File: src/rtl/tetris_pkg.sv
// Shared tetris grid definitions: cell codes, grid geometry, arbiter states.
// Latency: n/a (types and constants only).
// Backpressure: n/a.
package tetris_pkg;

    localparam int GRID_COLS  = 12;
    localparam int GRID_ROWS  = 20;
    localparam int GRID_CELLS = GRID_COLS * GRID_ROWS;
    localparam int CELL_AW    = 8;
    localparam int CELL_DW    = 8;

    // Low nibble of a cell code; AIR is empty, BORDER marks the well walls/floor.
    typedef enum logic [3:0] {
        PC_AIR    = 4'd0,
        PC_I      = 4'd1,
        PC_J      = 4'd2,
        PC_L      = 4'd3,
        PC_O      = 4'd4,
        PC_S      = 4'd5,
        PC_T      = 4'd6,
        PC_Z      = 4'd7,
        PC_BORDER = 4'd8
    } piece_e;

    typedef enum logic {
        ST_INIT = 1'b0,
        ST_RUN  = 1'b1
    } arb_state_e;

endpackage

File: src/rtl/grid_init_walker.sv
// Walks every grid cell once in raster order, producing the empty-well pattern.
// Latency: one cell per clk while en is high; last flags the final cell combinationally.
// Backpressure: none; the walker advances unconditionally while enabled.
//
// Ports: clk, reset (async active-low), en (advance one cell per clk),
//        addr/wdata (cell being written this cycle), last (this is the final cell).
module grid_init_walker #(
    parameter int COLS   = 12,
    parameter int ROWS   = 20,
    parameter int ADDR_W = 8,
    parameter int DATA_W = 8
) (
    input  logic              clk,
    input  logic              reset,
    input  logic              en,
    output logic [ADDR_W-1:0] addr,
    output logic [DATA_W-1:0] wdata,
    output logic              last
);
    import tetris_pkg::*;

    localparam int COL_W = $clog2(COLS);
    localparam int ROW_W = $clog2(ROWS);
    localparam logic [COL_W-1:0] LAST_COL = COL_W'(COLS - 1);
    localparam logic [ROW_W-1:0] LAST_ROW = ROW_W'(ROWS - 1);

    logic [COL_W-1:0]  col_q, col_d;
    logic [ROW_W-1:0]  row_q, row_d;
    logic [ADDR_W-1:0] addr_q, addr_d;

    // Separate row/col counters keep the border decode free of any divider.
    always_comb begin
        col_d  = col_q;
        row_d  = row_q;
        addr_d = addr_q;
        if (en) begin
            addr_d = addr_q + ADDR_W'(1);
            if (col_q == LAST_COL) begin
                col_d = '0;
                row_d = row_q + ROW_W'(1);
            end else begin
                col_d = col_q + COL_W'(1);
            end
        end
    end

    always_ff @(posedge clk or negedge reset) begin
        if (!reset) begin
            col_q  <= '0;
            row_q  <= '0;
            addr_q <= '0;
        end else begin
            col_q  <= col_d;
            row_q  <= row_d;
            addr_q <= addr_d;
        end
    end

    assign addr  = addr_q;
    assign last  = (col_q == LAST_COL) && (row_q == LAST_ROW);
    assign wdata = (col_q == '0 || col_q == LAST_COL || row_q == LAST_ROW)
                 ? DATA_W'(PC_BORDER) : DATA_W'(PC_AIR);

endmodule

File: src/rtl/grid_mem_arbiter.sv
// Time-division arbiter sharing the single-port grid RAM between video (even slots) and game logic.
// Latency: video data 2 clk after address sample; game gnt same cycle (<=1 clk wait), read data 1 clk after gnt.
// Backpressure: game side holds game_req until game_gnt; video is never stalled.
//
// Ports: clk, reset (async active-low); vid_active/vid_addr/vid_data (video read path);
//        game_req/we/addr/wdata/gnt/rvalid/rdata/err (game access); init_done;
//        mem_addr/we/wdata/rdata (grid RAM, 1-clk synchronous read).
// Build option: define GRID_INIT_EN to clear the grid and draw the well border after reset.
module grid_mem_arbiter #(
    parameter int GRID_COLS = tetris_pkg::GRID_COLS,
    parameter int GRID_ROWS = tetris_pkg::GRID_ROWS,
    parameter int ADDR_W    = tetris_pkg::CELL_AW,
    parameter int DATA_W    = tetris_pkg::CELL_DW
) (
    input  logic              clk,
    input  logic              reset,
    input  logic              vid_active,
    input  logic [ADDR_W-1:0] vid_addr,
    output logic [DATA_W-1:0] vid_data,
    input  logic              game_req,
    input  logic              game_we,
    input  logic [ADDR_W-1:0] game_addr,
    input  logic [DATA_W-1:0] game_wdata,
    output logic              game_gnt,
    output logic              game_rvalid,
    output logic [DATA_W-1:0] game_rdata,
    output logic              game_err,
    output logic              init_done,
    output logic [ADDR_W-1:0] mem_addr,
    output logic              mem_we,
    output logic [DATA_W-1:0] mem_wdata,
    input  logic [DATA_W-1:0] mem_rdata
);
    import tetris_pkg::*;

    localparam int NUM_CELLS = GRID_COLS * GRID_ROWS;
    localparam logic [ADDR_W-1:0] LAST_ADDR = ADDR_W'(NUM_CELLS - 1);

`ifdef GRID_INIT_EN
    localparam arb_state_e RESET_STATE = ST_INIT;
`else
    localparam arb_state_e RESET_STATE = ST_RUN;
`endif

    arb_state_e        state_q, state_d;
    logic              slot_q, slot_d;
    logic              vid_pend_q, vid_pend_d;
    logic              rd_pend_q, rd_pend_d;
    logic              rd_err_q, rd_err_d;
    logic [DATA_W-1:0] vid_data_q, vid_data_d;
    logic [DATA_W-1:0] rdata_hold_q, rdata_hold_d;
    logic              oob;

    assign oob = (game_addr > LAST_ADDR);

`ifdef GRID_INIT_EN
    logic [ADDR_W-1:0] walk_addr;
    logic [DATA_W-1:0] walk_wdata;
    logic              walk_last;

    grid_init_walker #(
        .COLS   (GRID_COLS),
        .ROWS   (GRID_ROWS),
        .ADDR_W (ADDR_W),
        .DATA_W (DATA_W)
    ) u_walker (
        .clk   (clk),
        .reset (reset),
        .en    (state_q == ST_INIT),
        .addr  (walk_addr),
        .wdata (walk_wdata),
        .last  (walk_last)
    );
`endif

    always_comb begin
        state_d     = state_q;
        slot_d      = ~slot_q;
        vid_pend_d  = 1'b0;
        rd_pend_d   = 1'b0;
        rd_err_d    = 1'b0;
        mem_addr    = '0;
        mem_we      = 1'b0;
        mem_wdata   = '0;
        game_gnt    = 1'b0;
        game_err    = 1'b0;
        init_done   = (state_q == ST_RUN);

        // RAM data arrives one cycle after the address, so it is latched one edge later.
        vid_data_d  = vid_pend_q ? mem_rdata : vid_data_q;

        // Read data is passed straight through on its rvalid cycle and held afterwards;
        // out-of-range reads return zero rather than whatever the RAM aliases to.
        game_rvalid = rd_pend_q;
        game_rdata  = rdata_hold_q;
        if (rd_pend_q) begin
            game_rdata = rd_err_q ? '0 : mem_rdata;
        end
        rdata_hold_d = game_rdata;

        // Gating on reset keeps every RAM-side strobe quiet while reset is held,
        // so a request held across reset cannot slip a write out early.
        if (reset) begin
            if (state_q == ST_INIT) begin
`ifdef GRID_INIT_EN
                mem_addr  = walk_addr;
                mem_we    = 1'b1;
                mem_wdata = walk_wdata;
                if (walk_last) begin
                    state_d = ST_RUN;
                end
`endif
            end else if (vid_active && !slot_q) begin
                mem_addr   = vid_addr;
                vid_pend_d = 1'b1;
            end else if (game_req) begin
                game_gnt = 1'b1;
                game_err = oob;
                mem_addr = game_addr;
                if (game_we) begin
                    mem_we = !oob;
                    if (!oob) begin
                        mem_wdata = game_wdata;
                    end
                end else begin
                    rd_pend_d = 1'b1;
                    rd_err_d  = oob;
                end
            end
        end
    end

    always_ff @(posedge clk or negedge reset) begin
        if (!reset) begin
            state_q      <= RESET_STATE;
            slot_q       <= 1'b0;
            vid_pend_q   <= 1'b0;
            rd_pend_q    <= 1'b0;
            rd_err_q     <= 1'b0;
            vid_data_q   <= '0;
            rdata_hold_q <= '0;
        end else begin
            state_q      <= state_d;
            slot_q       <= slot_d;
            vid_pend_q   <= vid_pend_d;
            rd_pend_q    <= rd_pend_d;
            rd_err_q     <= rd_err_d;
            vid_data_q   <= vid_data_d;
            rdata_hold_q <= rdata_hold_d;
        end
    end

    assign vid_data = vid_data_q;

endmodule

File: config.mk
export PLATFORM = sky130hd
export DESIGN_NAME = grid_mem_arbiter
export DESIGN_NICKNAME = d
export VERILOG_FILES = /design/src/rtl/tetris_pkg.sv /design/src/rtl/grid_init_walker.sv /design/src/rtl/grid_mem_arbiter.sv
export SDC_FILE = /design/constraint.sdc
export NUM_CORES = 1
export LEC_CHECK = 0
export ABC_AREA = 1
export BUFFER_PORTS_ARGS = -buffer_cell sky130_fd_sc_hd__buf_4
export CORE_ASPECT_RATIO = 1.75
export CORE_MARGIN = 5
export CORE_UTILIZATION = 36
export CTS_CLUSTER_DIAMETER = 150
export CTS_CLUSTER_SIZE = 40
export DETAILED_ROUTE_END_ITERATION = 10
export PLACE_DENSITY = 0.72
export SYNTH_ARGS = -nofsm -noshare
export SYNTH_HDL_FRONTEND = slang
export SYNTH_SLANG_ARGS = --single-unit
File: constraint.sdc
create_clock -name clk -period 0.8 [get_ports clk]
set_input_delay 0.04 -clock clk [delete_from_list [all_inputs] [get_ports clk]]
set_output_delay 0.04 -clock clk [all_outputs]
set_load 0.05 [all_outputs]
==> results.sh, run 1 <==
export IMPL_ys_flop_type="dfrtp_1"
export IMPL_ys_seq_area_share_pct=49.4
export IMPL_numCtsBuffers=3
export IMPL_die_x_um=50.1
export IMPL_syn_num_nets=151
export IMPL_cts_setup_buffers=14
export IMPL_h_tree_depth=1
export IMPL_dpl_hpwl_mm=2.88
export IMPL_error="[ERROR DPL-0038] Utilization greater than 100%, impossible to legalize"
export IMPL_haltStage="clock tree synthesis (4_1_cts)"
export IMPL_postSynthCellCount=114
export IMPL_io_pins=74
export IMPL_outcome="aborted with a tool error"
export IMPL_ys_ff_latch=20
export IMPL_clockBufferDepth=2
export IMPL_synth_edf_count=0
export IMPL_ys_top_cells_by_area="dfrtp_1 (49%), nand2_1 (9.6%), mux2_2 (8.9%), inv_1 (6.7%), nand3_1 (4.4%)"
export IMPL_syn_area_mm2=0.00101
export IMPL_place_gp_congestion=0.725
export IMPL_synth_top_area_share_pct=49.4
export IMPL_rows=25
export IMPL_synth_warnings=0
export IMPL_pre_cts_ws_ns=-0.369
export IMPL_root_buffer="clkbuf_8"
export IMPL_ctsHoldBuffers=2
export IMPL_portBuffers=72
export IMPL_ys_types=18
export IMPL_start_util_pct=37.2
export IMPL_async_reset_ff_share_pct=100
export IMPL_post_cts_resized=78
export IMPL_synth_area_leader_cell="dfrtp_1"
export IMPL_cts_sinks=20
export IMPL_die_h_um=80.2
export IMPL_syn_area_per_cell_um2=8.89
cells in the mapped netlist, types with 2 or more instances:
library cell / n
nor2_1: 2
nand2_1: 26
buf_6: 2
nand3_1: 9
nand2_2: 3
inv_2: 3
nor3_1: 8
inv_1: 18
mux2_2: 8
dfrtp_1: 20
o21ai_0: 8
through the flow:
step           TNS [ns]  cells  cell area (um2)  util [%]
3_5_place_dp     -10.63    227             2240      82.3
3_3_place_gp     -10.04    227             2240      82.3
2_1_floorplan    -11.55    114             1550         -
cells by family after synthesis:
kind of cell	count (synthesis)	synth area share, %
other cells	1	0.370
mux	8	8.89
simple gates	52	26.1
compound gates	8	3.95
buf+inv	25	11.4
flops	20	49.4
==> inputs of run 2 (changes only) <==
- CORE_AREA: unset -> 5 5 66 68
- CORE_ASPECT_RATIO: 1.75 -> unset
- CORE_MARGIN: 5 -> unset
- CORE_UTILIZATION: 36 -> unset
- CTS_CLUSTER_DIAMETER: 150 -> unset
- CTS_CLUSTER_SIZE: 40 -> unset
- DIE_AREA: unset -> 0 0 71 73
- PLACE_DENSITY: 0.72 -> unset
- PLACE_DENSITY_LB_ADDON: unset -> 0.15
- clock period: 0.8 -> 1 ns (I/O delays scaled with it)
==> results.sh, run 2 <==
export IMPL_cap_violations=0
export IMPL_synth_top_area_share_pct=49.4
export IMPL_crit_path_cell_trace="buf_12, o21ai_4, buf_6"
export IMPL_die_x_um=71
export IMPL_syn_area_per_cell_um2=8.89
export IMPL_grt_pass1_vias=1229
export IMPL_outcome="finished with violations"
export IMPL_h_tree_depth=1
export IMPL_finalHoldViolations=0
export IMPL_clk_pin_slew_ns=0.07
export IMPL_syn2layout_area_growth_pct=150
export IMPL_diodes=0
export IMPL_post_route_worst_setup_slack_ns=-0.370
export IMPL_grt_antenna_before_repair=0
export IMPL_io_pins=74
export IMPL_place_gp_congestion=0.737
export IMPL_syn_num_nets=151
export IMPL_routed_via_density=4.32
export IMPL_hold_ws_ns=0.0531
export IMPL_core_mm2=0.00380
export IMPL_finClkSkew_ns=0.00370
export IMPL_grt_max_degree=17
export IMPL_r2r_slack_ns=-0.13
export IMPL_nets=250
export IMPL_wl_mm=3.59
export IMPL_rr_startpoint="slot_q"
export IMPL_final_fill_count=310
export IMPL_min_from="mem_rdata[6]"
export IMPL_violations="setup timing"
export IMPL_ys_types=18
export IMPL_crit_buf_inv=2
export IMPL_crit_path_start_kind="flop"
export IMPL_synth_most_common_cell="nand2_1"
export IMPL_antenna_left=0
export IMPL_cts_tree="built"
export IMPL_routedWlPerCell_um=13.7
export IMPL_drcViolationCount=0
export IMPL_grt_overflow=0
export IMPL_portBuffers=72
export IMPL_synth_area_leader_cell="dfrtp_1"
export IMPL_reg2reg_depth=8
export IMPL_grt_first_pass_wirelength_mm=5.82
export IMPL_setup_viol=30
export IMPL_clockBufferDepth=2
export IMPL_cts_sinks=20
export IMPL_die_h_um=73
export IMPL_synth_edf_count=0
export IMPL_rsz0062_at_grt="true"
export IMPL_async_reset_ff_share_pct=100
export IMPL_start_util_pct=26.7
export IMPL_clk_latency_ns=0.26
export IMPL_slowest_stage="dfrtp_4"
export IMPL_syn_area_mm2=0.00101
export IMPL_first_pass_iters=3
export IMPL_fin_crit_ns=1.37
export IMPL_p_leak_nw=1.22
export IMPL_layout_commonest_cell="buf_4"
export IMPL_cp_arrival_ns=1.32
export IMPL_postSynthCellCount=114
export IMPL_dpl_hpwl_mm=2.53
export IMPL_ys_top_cells_by_area="dfrtp_1 (49%), nand2_1 (9.6%), mux2_2 (8.9%), inv_1 (6.7%), nand3_1 (4.4%)"
export IMPL_hold_path_class="primary input to flop"
export IMPL_drtIter0Drc=15
export IMPL_ys_ff_latch=20
export IMPL_ys_seq_area_share_pct=49.4
export IMPL_crit_path_end_kind="primary output"
export IMPL_final_cell_mix="buf_4 (54), buf_6 (27), nand2_4 (20)"
export IMPL_synth_warnings=0
export IMPL_slew_viol_final=0
export IMPL_worst_path_stages=3
export IMPL_dieArea_mm2=0.00518
export IMPL_power_mw=2.97
export IMPL_vias=1133
export IMPL_ys_flop_type="dfrtp_1"
export IMPL_worstReg2RegEnd="rd_err_q"
export IMPL_period_share_pct=137
export IMPL_cp_max_fo=8
export IMPL_rows=23
export IMPL_grtUsageTotal_pct=14.5
export IMPL_crit_start="game_rvalid"
export IMPL_cp_data_required_time_ns=0.95
export IMPL_power_density_mw_per_mm2=1170
export IMPL_crit_family="flip-flops"
export IMPL_critPathKind="flop to primary output"
export IMPL_numCtsBuffers=3
export IMPL_root_buffer="clkbuf_8"
export IMPL_synth_common_cells="nand2_1 (26), dfrtp_1 (20), inv_1 (18)"
export IMPL_slowest_delay_ns=0.55
export IMPL_max_freq_ghz=0.730
export IMPL_drive_gt1_share_pct=80.2
export IMPL_peakVddDrop_mv=0.556
export IMPL_pre_cts_ws_ns=-0.173
export IMPL_endpoint="game_rdata[2]"
export IMPL_final_util_pct=66.6
## run 2: cell counts after synthesis
No cell type changed its count.
## run 2: area by class of cell
| cell class | count | area (um2) | area share [%] |
|---|---|---|---|
| Timing Repair Buffer | 96 | 952 | 37.7 |
| Sequential cell | 20 | 504 | 19.9 |
| Tap cell | 50 | 62.6 | 2.47 |
| Clock buffer | 4 | 55.1 | 2.18 |
| Inverter | 22 | 101 | 4.01 |
| Multi-Input combinational cell | 69 | 846 | 33.4 |
| Timing Repair inverter | 1 | 7.51 | 0.297 |
## run 2: worst min path at each step
stage	endpoint	cells after the start
floorplan	game_rvalid	0
global placement	slot_q	2
finish	vid_data[6]	2
global route	vid_data[1]	2
CTS	vid_data[6]	2
detailed placement	vid_pend_q	2
## run 2: metal layers
| metal | global-route usage (%) | wire, um |
|---|---|---|
| met1 | 16.1 | 1260 |
| met3 | 4.27 | 345 |
| met2 | 26.2 | 1900 |
| met4 | 5.64 | 86 |
| met5 | 0 | 0 |
## run 2: where the power goes
part           internal [mW]  total (mW)  switching, mW
registers              0.918       0.961         0.0435
clock network          0.350       0.605          0.255
logic                  0.556        1.40          0.844
total                   1.82        2.97           1.14
## run 2: logic make-up (layout without fill, tap and decap cells)
kind of cell	count (synthesis)	in the layout	share of synthesized area, %
AND/OR/NAND/NOR	52	52	26.1
buffers and inverters	25	123	11.4
flip-flops	20	20	49.4
AO/OA/AOI/OAI	8	8	3.95
multiplexers	8	8	8.89
other	1	1	0.370
## run 2: metrics by stage
stage	instance area [um2]	cells	TNS [ns]
after global routing	2530	262	-11.12
final	2530	262	-9.29
after global placement	1970	246	-2.71
after detailed placement	1970	246	-3.39
after floorplan	1300	114	-4.27
after CTS	2400	262	-9.54
## run 2: timing repair
item | CTS | global route
endpoints found under the hold margin | 22 | 0
pin swaps | 7 | 8
setup endpoints to repair | 32 | 36
cloned | 2 | 0
gates resized for setup | 63 | 31
hold buffers | 2 | 0
setup buffers | 8 | 3
Note: power is estimated with default switching activity, not from simulation.
==> inputs of run 3 (changes only) <==
- CELL_PAD_IN_SITES_DETAIL_PLACEMENT: unset -> 0
- CELL_PAD_IN_SITES_GLOBAL_PLACEMENT: unset -> 1
- CORE_AREA: 5 5 66 68 -> unset
- CORE_MARGIN: unset -> 5
- CORE_UTILIZATION: unset -> 27
- DIE_AREA: 0 0 71 73 -> unset
==> results.sh, run 3 (same netlist as run 2, synthesis figures left out) <==
export IMPL_outcome="finished with violations"
export IMPL_violations="setup timing"
export IMPL_grt_max_degree=20
export IMPL_drcViolationCount=0
export IMPL_period_share_pct=134
export IMPL_die_h_um=71.3
export IMPL_drtIter0Drc=26
export IMPL_drive_gt1_share_pct=76.9
export IMPL_swShare_pct=38.7
export IMPL_diodes=0
export IMPL_pwr_share_comb_pct=49.0
export IMPL_numCtsBuffers=3
export IMPL_seqPwrFrac_pct=33.0
export IMPL_portBuffers=72
export IMPL_power_switching_mw=1.13
export IMPL_finalHoldViolations=0
export IMPL_cts_tree="built"
export IMPL_grt_first_pass_wirelength_mm=5.94
export IMPL_syn2layout_area_growth_pct=145
export IMPL_rsz0062_at_grt="true"
export IMPL_nets=254
export IMPL_die_x_um=71.3
export IMPL_slew_viol_final=0
export IMPL_routedWlPerCell_um=13.4
export IMPL_start_util_pct=27.7
export IMPL_pre_cts_ws_ns=-0.155
export IMPL_grt_antenna_before_repair=0
export IMPL_fin_crit_ns=1.34
export IMPL_post_route_worst_setup_slack_ns=-0.345
export IMPL_cts_sinks=20
export IMPL_power_density_mw_per_mm2=1180
export IMPL_max_freq_ghz=0.744
export IMPL_dpl_hpwl_mm=2.58
export IMPL_clockPowerShare_pct=18.0
export IMPL_tns_ns=-8.78
export IMPL_first_pass_iters=4
export IMPL_final_util_pct=67.7
export IMPL_clk_pin_slew_ns=0.07
export IMPL_routed_via_density=4.37
export IMPL_cp_max_fo=4
export IMPL_grtUsageTotal_pct=14.5
export IMPL_antenna_left=0
export IMPL_layout_commonest_cell="buf_4"
export IMPL_grt_overflow=0
export IMPL_p_int_mw=1.79
export IMPL_cp_data_required_time_ns=0.95
export IMPL_clockBufferDepth=2
export IMPL_crit_path_start_kind="flop"
export IMPL_cp_arrival_ns=1.29
export IMPL_cap_violations=0
export IMPL_p_leak_nw=1.23
export IMPL_critPathKind="flop to primary output"
export IMPL_wl_mm=3.54
export IMPL_grt_pass1_vias=1272
export IMPL_clk_latency_ns=0.25
export IMPL_final_cell_mix="buf_4 (54), buf_6 (30), nand2_4 (21)"
export IMPL_rows=22
export IMPL_h_tree_depth=1
export IMPL_setup_viol=34
export IMPL_root_buffer="clkbuf_8"
export IMPL_place_gp_congestion=0.707
export IMPL_io_pins=74
export IMPL_finClkSkew_ns=0.00395
export IMPL_hold_path_class="primary input to flop"
export IMPL_core_mm2=0.00366
export IMPL_crit_path_end_kind="primary output"
export IMPL_vias=1154
export IMPL_peakVddDrop_mv=0.466
export IMPL_dieArea_mm2=0.00508
run 3: final timing paths:
| path | cells past startpoint | end | slack [ns] | from |
|---|---|---|---|---|
| setup reg to reg | 6 | vid_pend_q | -0.13 | slot_q |
| setup / recovery | 6 | mem_addr[2] | -0.34 | slot_q |
| min in group asynchronous | 2 | slot_q | 0.16 | reset |
| max in group asynchronous | 3 | game_rvalid | 0.39 | reset |
| hold reg to reg | 1 | vid_data[0] | 0.51 | vid_data[0] |
| hold / removal | 2 | vid_data[3] | 0.04 | mem_rdata[3] |
run 3: power groups by stage:
stage | clock network (mW) | logic, mW | registers, mW
final | 0.525 | 1.43 | 0.963
after global routing | 0.574 | 1.51 | 0.975
after CTS | 0.542 | 1.38 | 0.963
after detailed placement | 0 | 1.22 | 0.983
after global placement | 0 | 1.20 | 0.974
after floorplan | 0 | 0.643 | 1.14
run 3: what timing repair did:
action                                  CTS  global route
buffers inserted                         11             1
gates cloned                              1             0
hold buffers                              2             0
hold endpoints to repair                 22             0
gates resized for setup                  64            25
endpoints found under the setup margin   28            34
pin swaps                                 7            17
run 3: final cells by class:
type                       count  area (um2)
tap                           48        60.1
timing repair inverter         1        7.51
inverter                      22         101
sequential                    20         502
fill                         277        1180
timing repair buffer         100         983
clock buffer                   4        45.0
multi-input combinational     69         781
run 3: critical path, stage by stage (launching register included):
cell and delay, ns:
dfrtp_1 0.38, inv_2 0.10, nand3_4 0.12, clkinvlp_4 0.13
nand2_1 0.09, nand2_4 0.08, buf_8 0.14
run 3: routing by layer:
metal  global-route usage (%)  vias to the layer above  wire length (um)
li1                         -                      559                 -
met1                     16.2                      539              1310
met2                     26.8                       54              1880
met3                     3.37                        2               316
met4                     5.01                        0                29
met5                        0                        -                 0
run 3: metrics by stage:
| stage | cell area [um2] | cells | power (mW) | hold WS (ns) |
|---|---|---|---|---|
| 4_1_cts | 2370 | 263 | 2.88 | 0.0367 |
| 5_1_grt | 2480 | 264 | 3.06 | 0.0501 |
| 6_report | 2480 | 264 | 2.92 | 0.0413 |
| 3_3_place_gp | 1970 | 245 | 2.18 | -0.153 |
| 2_1_floorplan | 1300 | 114 | 1.79 | -0.246 |
| 3_5_place_dp | 1970 | 245 | 2.20 | -0.152 |
==> inputs of run 4 (changes only) <==
==> constraint.sdc (replaced) <==
create_clock -name clk -period 1 [get_ports clk]
set_input_delay 0.25 -clock clk [delete_from_list [all_inputs] [get_ports clk]]
set_output_delay 0.25 -clock clk [all_outputs]
set_load 0.05 [all_outputs]
==> results.sh, run 4 (same netlist as run 2, synthesis figures left out) <==
export IMPL_core_mm2=0.00366
export IMPL_postPlaceCellArea_mm2=0.00212
export IMPL_cts_sinks=20
export IMPL_h_tree_depth=1
export IMPL_period_share_pct=155
export IMPL_slew_viol_final=0
export IMPL_die_x_um=71.3
export IMPL_syn2layout_area_growth_pct=151
export IMPL_top_usage_layer="met2"
export IMPL_numCtsBuffers=3
export IMPL_layout_commonest_cell="buf_4"
export IMPL_clk_pin_slew_ns=0.07
export IMPL_p_leak_nw=1.23
export IMPL_crit_path_cell_trace="buf_12, buf_6, o21ai_4, buf_6"
export IMPL_die_h_um=71.3
export IMPL_final_cell_mix="buf_4 (55), buf_6 (45), dfrtp_1 (19)"
export IMPL_nets=261
export IMPL_cts_tree="built"
export IMPL_reg2reg_depth=7
export IMPL_clk_latency_ns=0.26
export IMPL_use_met3_pct=3.23
export IMPL_rows=22
export IMPL_final_util_pct=69.6
export IMPL_hold_ws_ns=0.0490
export IMPL_pre_cts_ws_ns=-0.389
export IMPL_crit_buf_inv=3
export IMPL_slowest_delay_ns=0.46
export IMPL_routedWlPerCell_um=13.2
export IMPL_crit_family="flip-flops"
export IMPL_io_pins=74
export IMPL_finClkSkew_ns=0.00234
export IMPL_hold_path_class="primary input to asynchronous set/reset pin"
export IMPL_setup_viol=41
export IMPL_grt_pass1_vias=1297
export IMPL_place_gp_congestion=0.664
export IMPL_start_util_pct=27.7
export IMPL_diodes=0
export IMPL_fin_area_mm2=0.00255
export IMPL_dieArea_mm2=0.00508
export IMPL_crit_top_cell="buf_6"
export IMPL_grt_antenna_before_repair=0
export IMPL_outcome="finished with violations"
export IMPL_routed_via_density=4.36
export IMPL_slowest_stage="dfrtp_2"
export IMPL_dpl_hpwl_mm=2.53
export IMPL_cap_violations=0
export IMPL_grt_util_met1_pct=17.0
export IMPL_drcViolationCount=0
export IMPL_violations="setup timing"
export IMPL_crit_path_end_kind="primary output"
export IMPL_grtUsageTotal_pct=15.1
export IMPL_grt_max_degree=15
export IMPL_final_fill_count=293
export IMPL_crit_path_start_kind="flop"
export IMPL_wl_mm=3.58
export IMPL_power_mw=3.07
export IMPL_drive_gt1_share_pct=81.6
export IMPL_root_buffer="clkbuf_8"
export IMPL_cp_max_fo=4
export IMPL_critPathKind="flop to primary output"
export IMPL_cp_data_required_time_ns=0.75
export IMPL_finalHoldViolations=0
export IMPL_post_route_worst_setup_slack_ns=-0.554
export IMPL_grt_first_pass_wirelength_mm=6.02
export IMPL_rsz0062_at_grt="true"
export IMPL_worst_path_stages=4
export IMPL_drtIter0Drc=8
export IMPL_peakVddDrop_mv=0.716
export IMPL_grt_overflow=0
export IMPL_grtUsageMet2_pct=26.8
export IMPL_clockBufferDepth=2
export IMPL_cp_arrival_ns=1.30
export IMPL_vias=1181
export IMPL_fin_crit_ns=1.55
export IMPL_first_pass_iters=2
export IMPL_antenna_left=0
export IMPL_portBuffers=72
export IMPL_max_freq_ghz=0.643
export IMPL_power_density_mw_per_mm2=1210
-- run 4: routing by layer --
| metal | wire (um) | vias to the layer above |
|---|---|---|
| li1 | - | 576 |
| met1 | 1370 | 548 |
| met2 | 1850 | 53 |
| met3 | 312 | 4 |
| met4 | 45 | 0 |
| met5 | 0 | - |
-- run 4: final timing paths --
| kind | startpoint | end | slack [ns] |
|---|---|---|---|
| setup / recovery | game_rvalid | game_rdata[3] | -0.55 |
| hold / removal | reset | rd_err_q | 0.05 |
| setup reg to reg | slot_q | rd_err_q | -0.04 |
| hold reg to reg | slot_q | slot_q | 0.45 |
| max in group asynchronous | reset | rdata_hold_q[2] | 0.40 |
| min in group clk | mem_rdata[2] | vid_data[2] | 0.24 |
-- run 4: power breakdown --
| part | switching, mW | internal, mW | leakage, nW |
|---|---|---|---|
| registers | 0.0518 | 0.918 | 0.242 |
| clock network | 0.259 | 0.350 | 0.0288 |
| logic | 0.853 | 0.638 | 0.957 |
-- run 4: worst register-to-register path: cells and delay by family (launching register included) --
kind          cells  cell delay, ns
buf+inv           3            0.26
flops             1            0.38
simple gates      4            0.30
-- run 4: timing repair --
item	CTS	global route
buffers inserted	9	2
gates resized for setup	49	12
cloned	2	0
setup endpoints to repair	36	42
pin swaps	7	7
hold endpoints to repair	6	0
hold buffers	1	0
-- run 4: area by class of cell --
class                      count  area [um2]  area share (%)
sequential                    20         502            19.7
inverter                      22         101            3.98
timing repair buffer         106        1010            39.8
clock buffer                   4        55.1            2.16
timing repair inverter         1        7.51           0.295
tap                           48        60.1            2.36
multi-input combinational     70         807            31.7
-- run 4: metrics by stage --
stage	TNS [ns]	instances
after global routing	-17.28	271
final	-14.81	271
after floorplan	-8.94	114
after global placement	-8.47	253
after CTS	-14.72	269
after detailed placement	-8.90	253
